--- config.mk ---
export PLATFORM = sky130hd
export DESIGN_NAME = muldiv_unit
export DESIGN_NICKNAME = d
export VERILOG_FILES = /design/src/rtl/muldiv_pkg.sv /design/src/rtl/muldiv_step.sv /design/src/rtl/muldiv_unit.sv
export SDC_FILE = /design/constraint.sdc
export NUM_CORES = 1
export LEC_CHECK = 0
export BUFFER_PORTS_ARGS = -buffer_cell sky130_fd_sc_hd__buf_2
export CAP_MARGIN = 15
export CORE_AREA = 2 2 142 144
export DETAILED_ROUTE_END_ITERATION = 7
export DIE_AREA = 0 0 144 146
export PLACE_DENSITY = 0.86
export SYNTH_ARGS = -nofsm -noshare
export SYNTH_HDL_FRONTEND = slang
export SYNTH_SLANG_ARGS = --single-unit
--- constraint.sdc ---
create_clock -name clk -period 12.6 [get_ports clk]
set_clock_uncertainty 0.05 [all_clocks]
set_input_delay 0.63 -clock clk [delete_from_list [all_inputs] [get_ports clk]]
set_output_delay 0.63 -clock clk [all_outputs]
set_load 0.01 [all_outputs]
--- src/rtl/muldiv_pkg.sv ---
// ============================================================================
// Module      : muldiv_pkg
// Description : Shared definitions for the iterative multiply/divide unit:
//               operation encodings, FSM state encodings and the default
//               datapath widths that the register array also uses.
// Revision    : 1.0 - initial release
// ============================================================================
`default_nettype none

package muldiv_pkg;

  // Default widths, shared with the register array.
  localparam int MD_DATA_WIDTH = 32;
  localparam int MD_ADDR_WIDTH = 5;

  // Operation encodings. Bit 1 distinguishes divide-class from
  // multiply-class operations; bit 0 selects which half of the accumulator
  // is returned.
  typedef enum logic [1:0] {
    OP_MUL   = 2'b00,  // product bits [W-1:0]
    OP_MULHU = 2'b01,  // product bits [2W-1:W]
    OP_DIVU  = 2'b10,  // quotient
    OP_REMU  = 2'b11   // remainder
  } op_t;

  // Control FSM states.
  typedef enum logic [1:0] {
    ST_IDLE = 2'b00,
    ST_CALC = 2'b01,
    ST_DONE = 2'b10
  } state_t;

  // True for operations that use the restoring divider.
  function automatic logic op_is_div(input op_t op);
    return (op == OP_DIVU) || (op == OP_REMU);
  endfunction

  // True for operations that return the upper half of the accumulator
  // (MULHU: high product word, REMU: remainder).
  function automatic logic op_sel_high(input op_t op);
    return (op == OP_MULHU) || (op == OP_REMU);
  endfunction

endpackage

`default_nettype wire

--- src/rtl/muldiv_step.sv ---
// ============================================================================
// Module      : muldiv_step
// Description : One combinational iteration of the shift-add multiplier or
//               the restoring divider.
//
//   Multiply : acc = {hi, lo}. If i_bit (current multiplier LSB) is set,
//              the multiplicand is added into hi; the (W+1)-bit sum and lo
//              are then shifted right by one.
//   Divide   : acc = {rem, quo}. The pair is shifted left by one with
//              i_bit (next dividend bit, MSB first) entering rem. The
//              divisor is trial-subtracted from the widened remainder; if
//              the result is non-negative it is kept and o_q_bit is 1,
//              otherwise the shifted remainder is restored. The quotient
//              LSB is left at 0 in o_acc and is merged by the caller.
//
// Ports       :
//   i_acc      in  2W  current accumulator
//   i_operand  in  W   multiplicand (multiply) or divisor (divide)
//   i_bit      in  1   multiplier LSB (multiply) or dividend MSB (divide)
//   i_is_div   in  1   selects the divide iteration
//   o_acc      out 2W  next accumulator
//   o_q_bit    out 1   quotient bit produced by a divide iteration
// Revision    : 1.0 - initial release
// ============================================================================
`default_nettype none

module muldiv_step #(
  parameter int DATA_WIDTH = 32
) (
  input  logic [2*DATA_WIDTH-1:0] i_acc,
  input  logic [DATA_WIDTH-1:0]   i_operand,
  input  logic                    i_bit,
  input  logic                    i_is_div,
  output logic [2*DATA_WIDTH-1:0] o_acc,
  output logic                    o_q_bit
);

  logic [DATA_WIDTH-1:0] w_hi;
  logic [DATA_WIDTH-1:0] w_lo;
  logic [DATA_WIDTH:0]   w_mul_sum;
  logic [DATA_WIDTH:0]   w_rem_shift;
  logic [DATA_WIDTH:0]   w_diff;
  logic                  w_diff_ok;

  assign w_hi = i_acc[2*DATA_WIDTH-1:DATA_WIDTH];
  assign w_lo = i_acc[DATA_WIDTH-1:0];

  // Multiply: the carry out of the add lands in the sum's top bit, which
  // becomes the accumulator MSB after the right shift.
  assign w_mul_sum = {1'b0, w_hi} + (i_bit ? {1'b0, i_operand} : '0);

  // Divide: the widened remainder is always below 2*divisor, so a
  // non-negative difference always fits back into W bits and bit W of the
  // difference acts as the sign.
  assign w_rem_shift = {w_hi, i_bit};
  assign w_diff      = w_rem_shift - {1'b0, i_operand};
  assign w_diff_ok   = ~w_diff[DATA_WIDTH];

  always_comb begin
    o_acc   = '0;
    o_q_bit = 1'b0;
    if (i_is_div) begin
      o_q_bit = w_diff_ok;
      o_acc   = {(w_diff_ok ? w_diff[DATA_WIDTH-1:0] : w_rem_shift[DATA_WIDTH-1:0]),
                 w_lo[DATA_WIDTH-2:0], 1'b0};
    end else begin
      o_acc = {w_mul_sum, w_lo[DATA_WIDTH-1:1]};
    end
  end

endmodule

`default_nettype wire

--- src/rtl/muldiv_unit.sv ---
// ============================================================================
// Module      : muldiv_unit
// Description : Multi-cycle unsigned multiply/divide unit for the execute
//               stage. One bit per clock: shift-add multiply, restoring
//               divide. A request is accepted in IDLE, iterates DATA_WIDTH
//               times in CALC, and presents a one-cycle done /
//               write_word_enable pulse in DONE together with the result
//               and destination register address.
//
// Ports       :
//   clk               in  1   system clock, rising edge
//   rst_n             in  1   asynchronous active-low reset
//   start             in  1   request, sampled only in IDLE
//   op                in  2   00 MUL, 01 MULHU, 10 DIVU, 11 REMU
//   operand_a         in  W   multiplicand / dividend
//   operand_b         in  W   multiplier / divisor
//   dest_addr         in  A   destination register
//   busy              out 1   state is not IDLE
//   done              out 1   one-cycle completion pulse
//   result            out W   registered result
//   result_addr       out A   registered destination
//   write_word_enable out 1   register-array word write, equals done
//
// Build option: MULDIV_FAST_ZERO_EN - when defined, a request with a zero
//               operand goes straight from IDLE to DONE with the result
//               that the full computation would produce.
// Revision    : 1.0 - initial release
// ============================================================================
`default_nettype none

module muldiv_unit
  import muldiv_pkg::*;
#(
  parameter int DATA_WIDTH = MD_DATA_WIDTH,
  parameter int ADDR_WIDTH = MD_ADDR_WIDTH,
  parameter int CNT_WIDTH  = 6
) (
  input  logic                  clk,
  input  logic                  rst_n,
  input  logic                  start,
  input  logic [1:0]            op,
  input  logic [DATA_WIDTH-1:0] operand_a,
  input  logic [DATA_WIDTH-1:0] operand_b,
  input  logic [ADDR_WIDTH-1:0] dest_addr,
  output logic                  busy,
  output logic                  done,
  output logic [DATA_WIDTH-1:0] result,
  output logic [ADDR_WIDTH-1:0] result_addr,
  output logic                  write_word_enable
);

  localparam logic [CNT_WIDTH-1:0] C_ITERATIONS = CNT_WIDTH'(DATA_WIDTH);
  localparam logic [CNT_WIDTH-1:0] C_LAST_ITER  = CNT_WIDTH'(1);

  state_t                  r_state;
  logic [CNT_WIDTH-1:0]    r_cnt;
  op_t                     r_op;
  logic [2*DATA_WIDTH-1:0] r_acc;
  // Operand added/subtracted each iteration: multiplicand or divisor.
  logic [DATA_WIDTH-1:0]   r_opnd;
  // Operand consumed one bit per iteration: multiplier (LSB first, shifted
  // right) or dividend (MSB first, shifted left).
  logic [DATA_WIDTH-1:0]   r_shift;
  logic [ADDR_WIDTH-1:0]   r_dest;
  logic [DATA_WIDTH-1:0]   r_result;
  logic [ADDR_WIDTH-1:0]   r_result_addr;

  logic                    w_is_div;
  logic                    w_step_bit;
  logic [2*DATA_WIDTH-1:0] w_step_acc;
  logic                    w_q_bit;
  logic [2*DATA_WIDTH-1:0] w_acc_next;
  logic [DATA_WIDTH-1:0]   w_calc_result;

  assign w_is_div   = op_is_div(r_op);
  assign w_step_bit = w_is_div ? r_shift[DATA_WIDTH-1] : r_shift[0];

  muldiv_step #(
    .DATA_WIDTH (DATA_WIDTH)
  ) u_step (
    .i_acc     (r_acc),
    .i_operand (r_opnd),
    .i_bit     (w_step_bit),
    .i_is_div  (w_is_div),
    .o_acc     (w_step_acc),
    .o_q_bit   (w_q_bit)
  );

  // The step leaves the quotient LSB clear; it is merged in here. For a
  // multiply w_q_bit is 0 so the step's LSB passes through unchanged.
  assign w_acc_next = {w_step_acc[2*DATA_WIDTH-1:1], w_step_acc[0] | w_q_bit};

  // Result of the final iteration, captured on the edge entering DONE.
  assign w_calc_result = op_sel_high(r_op) ? w_acc_next[2*DATA_WIDTH-1:DATA_WIDTH]
                                           : w_acc_next[DATA_WIDTH-1:0];

`ifdef MULDIV_FAST_ZERO_EN
  logic                  w_zero_operand;
  logic [DATA_WIDTH-1:0] w_fast_result;

  // Closed-form result for a zero operand, matching the iterative datapath:
  // divide by zero yields an all-ones quotient and a remainder equal to the
  // dividend; every other zero-operand case yields 0.
  always_comb begin
    w_zero_operand = (operand_a == '0) || (operand_b == '0);
    w_fast_result  = '0;
    if ((op == OP_DIVU) && (operand_b == '0)) begin
      w_fast_result = '1;
    end else if ((op == OP_REMU) && (operand_b == '0)) begin
      w_fast_result = operand_a;
    end
  end
`endif

  always_ff @(posedge clk or negedge rst_n) begin
    if (!rst_n) begin
      r_state       <= ST_IDLE;
      r_cnt         <= '0;
      r_op          <= OP_MUL;
      r_acc         <= '0;
      r_opnd        <= '0;
      r_shift       <= '0;
      r_dest        <= '0;
      r_result      <= '0;
      r_result_addr <= '0;
    end else begin
      case (r_state)
        ST_IDLE: begin
          if (start) begin
            r_op   <= op_t'(op);
            r_dest <= dest_addr;
            r_acc  <= '0;
            r_cnt  <= C_ITERATIONS;
            if (op[1]) begin
              r_opnd  <= operand_b;
              r_shift <= operand_a;
            end else begin
              r_opnd  <= operand_a;
              r_shift <= operand_b;
            end
`ifdef MULDIV_FAST_ZERO_EN
            if (w_zero_operand) begin
              r_result      <= w_fast_result;
              r_result_addr <= dest_addr;
              r_state       <= ST_DONE;
            end else begin
              r_state <= ST_CALC;
            end
`else
            r_state <= ST_CALC;
`endif
          end
        end

        ST_CALC: begin
          r_acc   <= w_acc_next;
          r_cnt   <= r_cnt - 1'b1;
          r_shift <= w_is_div ? {r_shift[DATA_WIDTH-2:0], 1'b0}
                              : {1'b0, r_shift[DATA_WIDTH-1:1]};
          // Counter reaches 0 with this iteration: it was the last one.
          if (r_cnt == C_LAST_ITER) begin
            r_result      <= w_calc_result;
            r_result_addr <= r_dest;
            r_state       <= ST_DONE;
          end
        end

        ST_DONE: begin
          r_state <= ST_IDLE;
        end

        default: begin
          r_state <= ST_IDLE;
        end
      endcase
    end
  end

  // Status outputs decode the state register directly, so they change only
  // on clock edges (or reset) like the other registered outputs.
  assign busy              = (r_state != ST_IDLE);
  assign done              = (r_state == ST_DONE);
  assign write_word_enable = (r_state == ST_DONE);
  assign result            = r_result;
  assign result_addr       = r_result_addr;

endmodule

`default_nettype wire
==> impl_metrics.toml, run 1 <==
[synth]
synth.net_count = 1604
synth_area_mm2 = 0.01261
async_flop_share_pct = 100.0
synth_cell_types = 64
synth_seq_area_share_pct = 35.73
yosys_warnings = 0
yosys_most_used_dff = "dfrtp_1"
postSynthCellCount = 1461
syn_avg_cell_area_um2 = 8.628
synth-seq-cells = 180
synth_edf_count = 0

[sta]
setup_tns_ps = 0
fin_crit_ps = 5084
rsz0062_at_grt = "no"
fmax_ghz = 0.1967
report.final.slew_viol_count = 0
setup_slack_ps = 7516
finalHoldViolations = 0
period_share_pct = 40.35
setup-violations-final = 0
slew_headroom_pct = 32.66
worstMarginPinSlew_ps = 1010

[detailed_routing]
drc = 0
drtAntennaViolNets = 0
vias = 11417
drt_first_iter_violations = 1302
wl_um = 33780
first_pass_iters = 7
via_per_inst = 6.396
routedWlPerCell_um = 18.92

[floorplan]
rows = 51
die-area_mm2 = 0.02102
ioPinCount = 114
die-width_um = 144
core_area_mm2 = 0.01933
start_util_pct = 65.20
fp.dieH_um = 146

[power]
leakagePower_nw = 6.367
power_density_mw_per_mm2 = 326.2
max-vdd-ir-drop_mv = 0.1840

[min_path]
hold_path.class = "in -> async"

[clock_tree]
cts.sinks = 180
clockBufferDepth = 2
post_cts_buffers = 0
htree_levels = 4
cts_resized = 0
cts_tree = "yes"
root_buffer = "clkbuf_16"
clk_pin_slew_ps = 70
holdBufCountCts = 0
insertion_delay_ps = 440
cts_buffers = 17

[placement]
gp_congestion = 1.018
portBuffers = 113
pre_cts_ws_ps = 7558
hpwl_um = 24190

[global_route]
grt_pass1_vias = 10558
grtUsageMet1_pct = 48.37
grt_use_total_pct = 32.34
use_met2_pct = 48.00
grt_pass1_wl_um = 54330
met3_usage_pct = 6.746
overflow = 0
antenna_found_initial = 0
grt-busiest-layer = "met1"
grt_max_degree = 110

[worst_setup_path]
cp-end-kind = "flip-flop"
critPathLaunch = "r_op[1]"
r2r-start = "r_op[1]"
critPathLaunchType = "flip-flop"
reg2reg_slack_ps = 7520
cp.arrival_ps = 5300
critPathMaxFanout = 34
required_ps = 12820
worstSetupPathType = "reg -> reg"

[layout]
antenna_cells = 0
fillCellCount = 1443
utilization_pct = 71.56
area_growth_pct = 9.757
nets = 1650
drive_gt1_share_pct = 12.37
ff_latch_area_mm2 = 0.004508
multiInputGateArea_mm2 = 0.007581

[run_status]
status = "completed"

[job]
cap_violations = 0
[worst paths after layout]
| path | end | depth (start not counted) |
|---|---|---|
| setup / recovery | r_acc[50] | 15 |
| hold / removal | r_acc[8] | 1 |
| setup reg to reg | r_acc[50] | 15 |
| hold reg to reg | result_addr[2] | 2 |
| max in group asynchronous | r_op[1] | 2 |
| min in group clk | r_dest[3] | 3 |
[layout by cell type (no fill, tap or decap), types with 7 or more instances in the layout]
master	Yosys	final
nand3_1	61	61
a211o_1	12	12
ha_1	67	67
xnor2_1	34	33
a211oi_1	15	15
buf_2	7	111
nand2_1	167	165
mux2_2	9	9
and2_1	8	7
nor2b_1	11	10
nor3_1	25	25
mux2i_1	128	127
dfrtp_1	180	179
a21oi_1	95	95
clkbuf_16	0	17
or3_1	8	8
o21a_1	10	10
o31ai_1	18	18
o21ai_0	167	167
a31o_2	7	7
xor2_1	24	24
a31oi_1	26	26
buf_4	1	12
o211ai_1	39	39
o22ai_1	7	7
nor2_1	82	82
nand4_1	12	12
a21o_1	34	34
inv_1	43	43
[logic make-up after synthesis]
kind of cell / share of synthesized area (%)
XOR/XNOR: 4.248
multiplexers: 10.97
AND/OR/NAND/NOR: 13.70
buffers and inverters: 4.387
adder cells (fa/ha/maj): 6.968
flip-flops: 35.73
AO/OA/AOI/OAI: 24.00
[metal layers]
layer,vias up,share of wire (%)
li1,5412,-
met1,5346,44
met2,605,44
met3,54,10
met4,0,2.0
met5,-,0
[cell usage after synthesis (all sizes together) (7+ instances only)]
cell    instances  area share (%)
nor2           82             2.4
xor2           25             1.9
mux2            9            0.80
mux2i         128              10
dfrtp         180              36
nor3           26             1.1
clkbuf         73             2.2
a211o          12            0.83
a21oi          96             3.9
inv            43             1.3
or3             8            0.40
ha             67             6.7
a211oi         17             1.1
o21a           10            0.60
a31oi          26             1.3
a31o            7            0.49
and2            8            0.40
buf            24            0.87
nor2b          11            0.55
xnor2          34             2.4
nand2         167             5.0
a21o           34             2.0
nand3          61             2.4
o211ai         39             2.3
o22ai           7            0.35
o21ai         170             6.7
nand4          12            0.60
o31ai          18             1.1
[layout make-up]
type / instances / area share, %
sequential: 180 / 32.58
multi-input combinational: 1139 / 54.79
clock inverter: 14 / 1.085
tap: 265 / 2.396
clock buffer: 18 / 3.174
inverter: 45 / 1.221
timing repair buffer: 124 / 4.748
[where the power goes]
part,internal (mW),total [mW],switching (mW)
Combinational,1.08,2.86,1.77
Clock,0.300,0.544,0.244
Sequential,0.841,1.11,0.271
[through the flow]
step	cells	total power [mW]	hold slack, ps	instance area, µm²
floorplan	1461	3.138	284.4	12610
global placement	1753	3.794	397.0	13250
detailed placement	1753	3.883	407.2	13250
CTS	1785	4.432	313.3	13840
global route	1785	4.832	337.5	13840
finish	1785	4.513	256.2	13840
[critical path: stages (launching register included)]
cell	delay, ps
dfrtp_4	780
mux2i_2	270
buf_4	340
ha_1	230
inv_1	50
fa_1	420
a211oi_2	240
o311a_1	190
o21bai_1	110
a31o_2	310
a211oi_2	330
a21oi_4	150
xor2_4	720
mux2_2	410
a21oi_1	180
o21ai_0	100
[sequential cells by signal (all words and copies together), names as in the netlist]
signal	count
result	32
r_opnd	32
result_addr	5
r_state	2
r_shift	32
r_op	2
r_cnt	6
r_acc	64
r_dest	5
No activity file was read; power rests on OpenSTA's default activity.
==> run 2, diff against run 1 <==
--- a/config.mk
+++ b/config.mk
@@ -7,10 +7,10 @@
 export LEC_CHECK = 0
 export BUFFER_PORTS_ARGS = -buffer_cell sky130_fd_sc_hd__buf_2
 export CAP_MARGIN = 15
-export CORE_AREA = 2 2 142 144
+export CORE_AREA = 2 2 155 157
 export DETAILED_ROUTE_END_ITERATION = 7
-export DIE_AREA = 0 0 144 146
-export PLACE_DENSITY = 0.86
+export DIE_AREA = 0 0 157 159
+export PLACE_DENSITY = 0.77
 export SYNTH_ARGS = -nofsm -noshare
 export SYNTH_HDL_FRONTEND = slang
 export SYNTH_SLANG_ARGS = --single-unit
==> constraint.sdc (replaced) <==
create_clock -name clk -period 4.5 [get_ports clk]
set_clock_uncertainty 0.05 [all_clocks]
set_input_delay 0.225 -clock clk [delete_from_list [all_inputs] [get_ports clk]]
set_output_delay 0.225 -clock clk [all_outputs]
set_load 0.01 [all_outputs]
==> run 2 against run 1 <==
Largest power group unchanged. Utilization is 11 points lower. Die area increased by 19%. Count of clock-buffer cells in the layout is 1 higher. Non-clock buffer count rose by 15. Fmax is 24% higher.
==> impl_metrics.toml, run 2 (synthesis gave the netlist of run 1 again) <==
[power]
leakagePower_nw = 6.452
power_density_mw_per_mm2 = 913.3
max-vdd-ir-drop_mv = 0.5697

[clock_tree]
cts_buffers = 17
clk_pin_slew_ps = 80
cts_tree = "yes"
htree_levels = 4
clockBufferDepth = 2
insertion_delay_ps = 430
root_buffer = "clkbuf_16"
cts.sinks = 180
post_cts_buffers = 0

[placement]
pre_cts_ws_ps = 363.9
gp_congestion = 0.9729
hpwl_um = 25400
dpl.cell_count = 1814
portBuffers = 113

[sta]
report.final.slew_viol_count = 0
period_share_pct = 90.89
fmax_ghz = 0.2445
rsz0062_at_grt = "no"
setup_tns_ps = 0
fin_crit_ps = 4090
worstMarginPinSlew_ps = 1100
slew_headroom_pct = 26.66
setup-violations-final = 0
setup_slack_ps = 409.9
finalHoldViolations = 0

[worst_setup_path]
critPathMaxFanout = 23
critPathLaunchType = "flip-flop"
reg2reg_slack_ps = 410
required_ps = 4760
rr_endpoint = "result[0]"
worstSetupPathType = "reg -> reg"
r2r_cells = 15
cp-end-kind = "flip-flop"
r2r-start = "r_op[1]"
cp.arrival_ps = 4350

[floorplan]
core_area_mm2 = 0.02319
ioPinCount = 114
die-area_mm2 = 0.02496
die-width_um = 157
rows = 56
start_util_pct = 54.35
fp.dieH_um = 159

[detailed_routing]
vias = 11271
wl_um = 34760
drtAntennaViolNets = 0
drt_first_iter_violations = 826
routedWlPerCell_um = 18.75
drc = 0
via_per_inst = 6.079
first_pass_iters = 6

[global_route]
grt_max_degree = 94
grt_pass1_wl_um = 56750
grt_use_total_pct = 28.27
antenna_found_initial = 0
grt_pass1_vias = 10664
overflow = 0

[layout]
antenna_cells = 0
largest_reg_flops = 64
nets = 1665
finalNonFillerCells = 1854
final_cell_mix = "dfrtp_1, o21ai_0, nand2_1, mux2i_1, buf_2"
final_common_cell = "dfrtp_1"
top_register = "r_acc"
area_growth_pct = 11.67
drive_gt1_share_pct = 12.70

[job]
cap_violations = 0

[min_path]
hold_path.class = "in -> reg"
hold_end = "r_opnd[6]"
whs_path_depth = 3
hold_path_startpoint = "operand_a[6]"

[run_status]
status = "completed"
-- run 2: cell types whose count changed in the layout (fill, tap and decap cells not counted), sizes merged --
cell / before / now
clkinv: 8 / 7
clkinvlp: 2 / 1
dlygate4sd3: 0 / 7
inv: 47 / 48
buf: 124 / 132
clkbuf: 18 / 19
-- run 2: repair_timing --
action                                  CTS  global route
gates resized for setup                   0             1
hold buffers                              7             0
endpoints found under the setup margin    0             1
endpoints found under the hold margin    98             0
-- run 2: stage by stage --
step | utilization [%] | total power [mW] | hold WS, ps | area (µm²)
2_1_floorplan | - | 8.787 | -120.6 | 12610
3_3_place_gp | 57.74 | 11.00 | 310.5 | 13390
3_5_place_dp | 57.74 | 11.10 | 307.1 | 13390
4_1_cts | 60.60 | 12.68 | 42.88 | 14050
5_1_grt | 60.70 | 13.86 | 66.74 | 14080
6_report | 60.70 | 12.86 | 44.97 | 14080
-- run 2: worst max-delay path by stage --
stage / start / endpoint / cells past startpoint
2_1_floorplan: r_op[1] / r_acc[33] / 17
3_3_place_gp: r_op[1] / result[23] / 16
3_5_place_dp: r_op[1] / result[23] / 16
4_1_cts: r_op[1] / result[23] / 16
5_1_grt: r_op[1] / result[19] / 16
6_report: r_op[1] / result[0] / 15
-- run 2: metal layers --
metal | track usage (%) | vias up | wire length, µm
met4 | 7.298 | 0 | 599
met1 | 43.96 | 5364 | 17260
met5 | 0 | - | 0
li1 | - | 5441 | -
met2 | 41.29 | 420 | 14740
met3 | 3.838 | 46 | 2159
-- run 2: cell type report --
type / count / area [µm²]
fillers: 2018 / 9115
multi-input cells: 1139 / 7581
flip-flops and latches: 180 / 4508
repair buffers: 139 / 828.3
clock buffers: 19 / 442.9
well taps: 319 / 399.1
inverters: 45 / 168.9
clock inverters: 13 / 148.9
-- run 2: report_power, final --
group | internal (mW) | switching [mW] | total (mW)
Sequential | 2.35 | 0.706 | 3.06
Combinational | 3.16 | 5.07 | 8.23
Clock | 0.848 | 0.715 | 1.56
-- run 2: worst max-delay path, stage by stage, from the launching register on --
cell	delay [ps]
dfrtp_4	480
mux2i_2	220
ha_1	200
inv_1	60
fa_1	420
a211oi_2	230
o311a_1	190
o21bai_1	110
a31o_2	310
a211oi_2	370
a21oi_4	160
xor2_4	280
buf_12	210
mux2i_1	290
a21oi_1	110
a211o_1	280
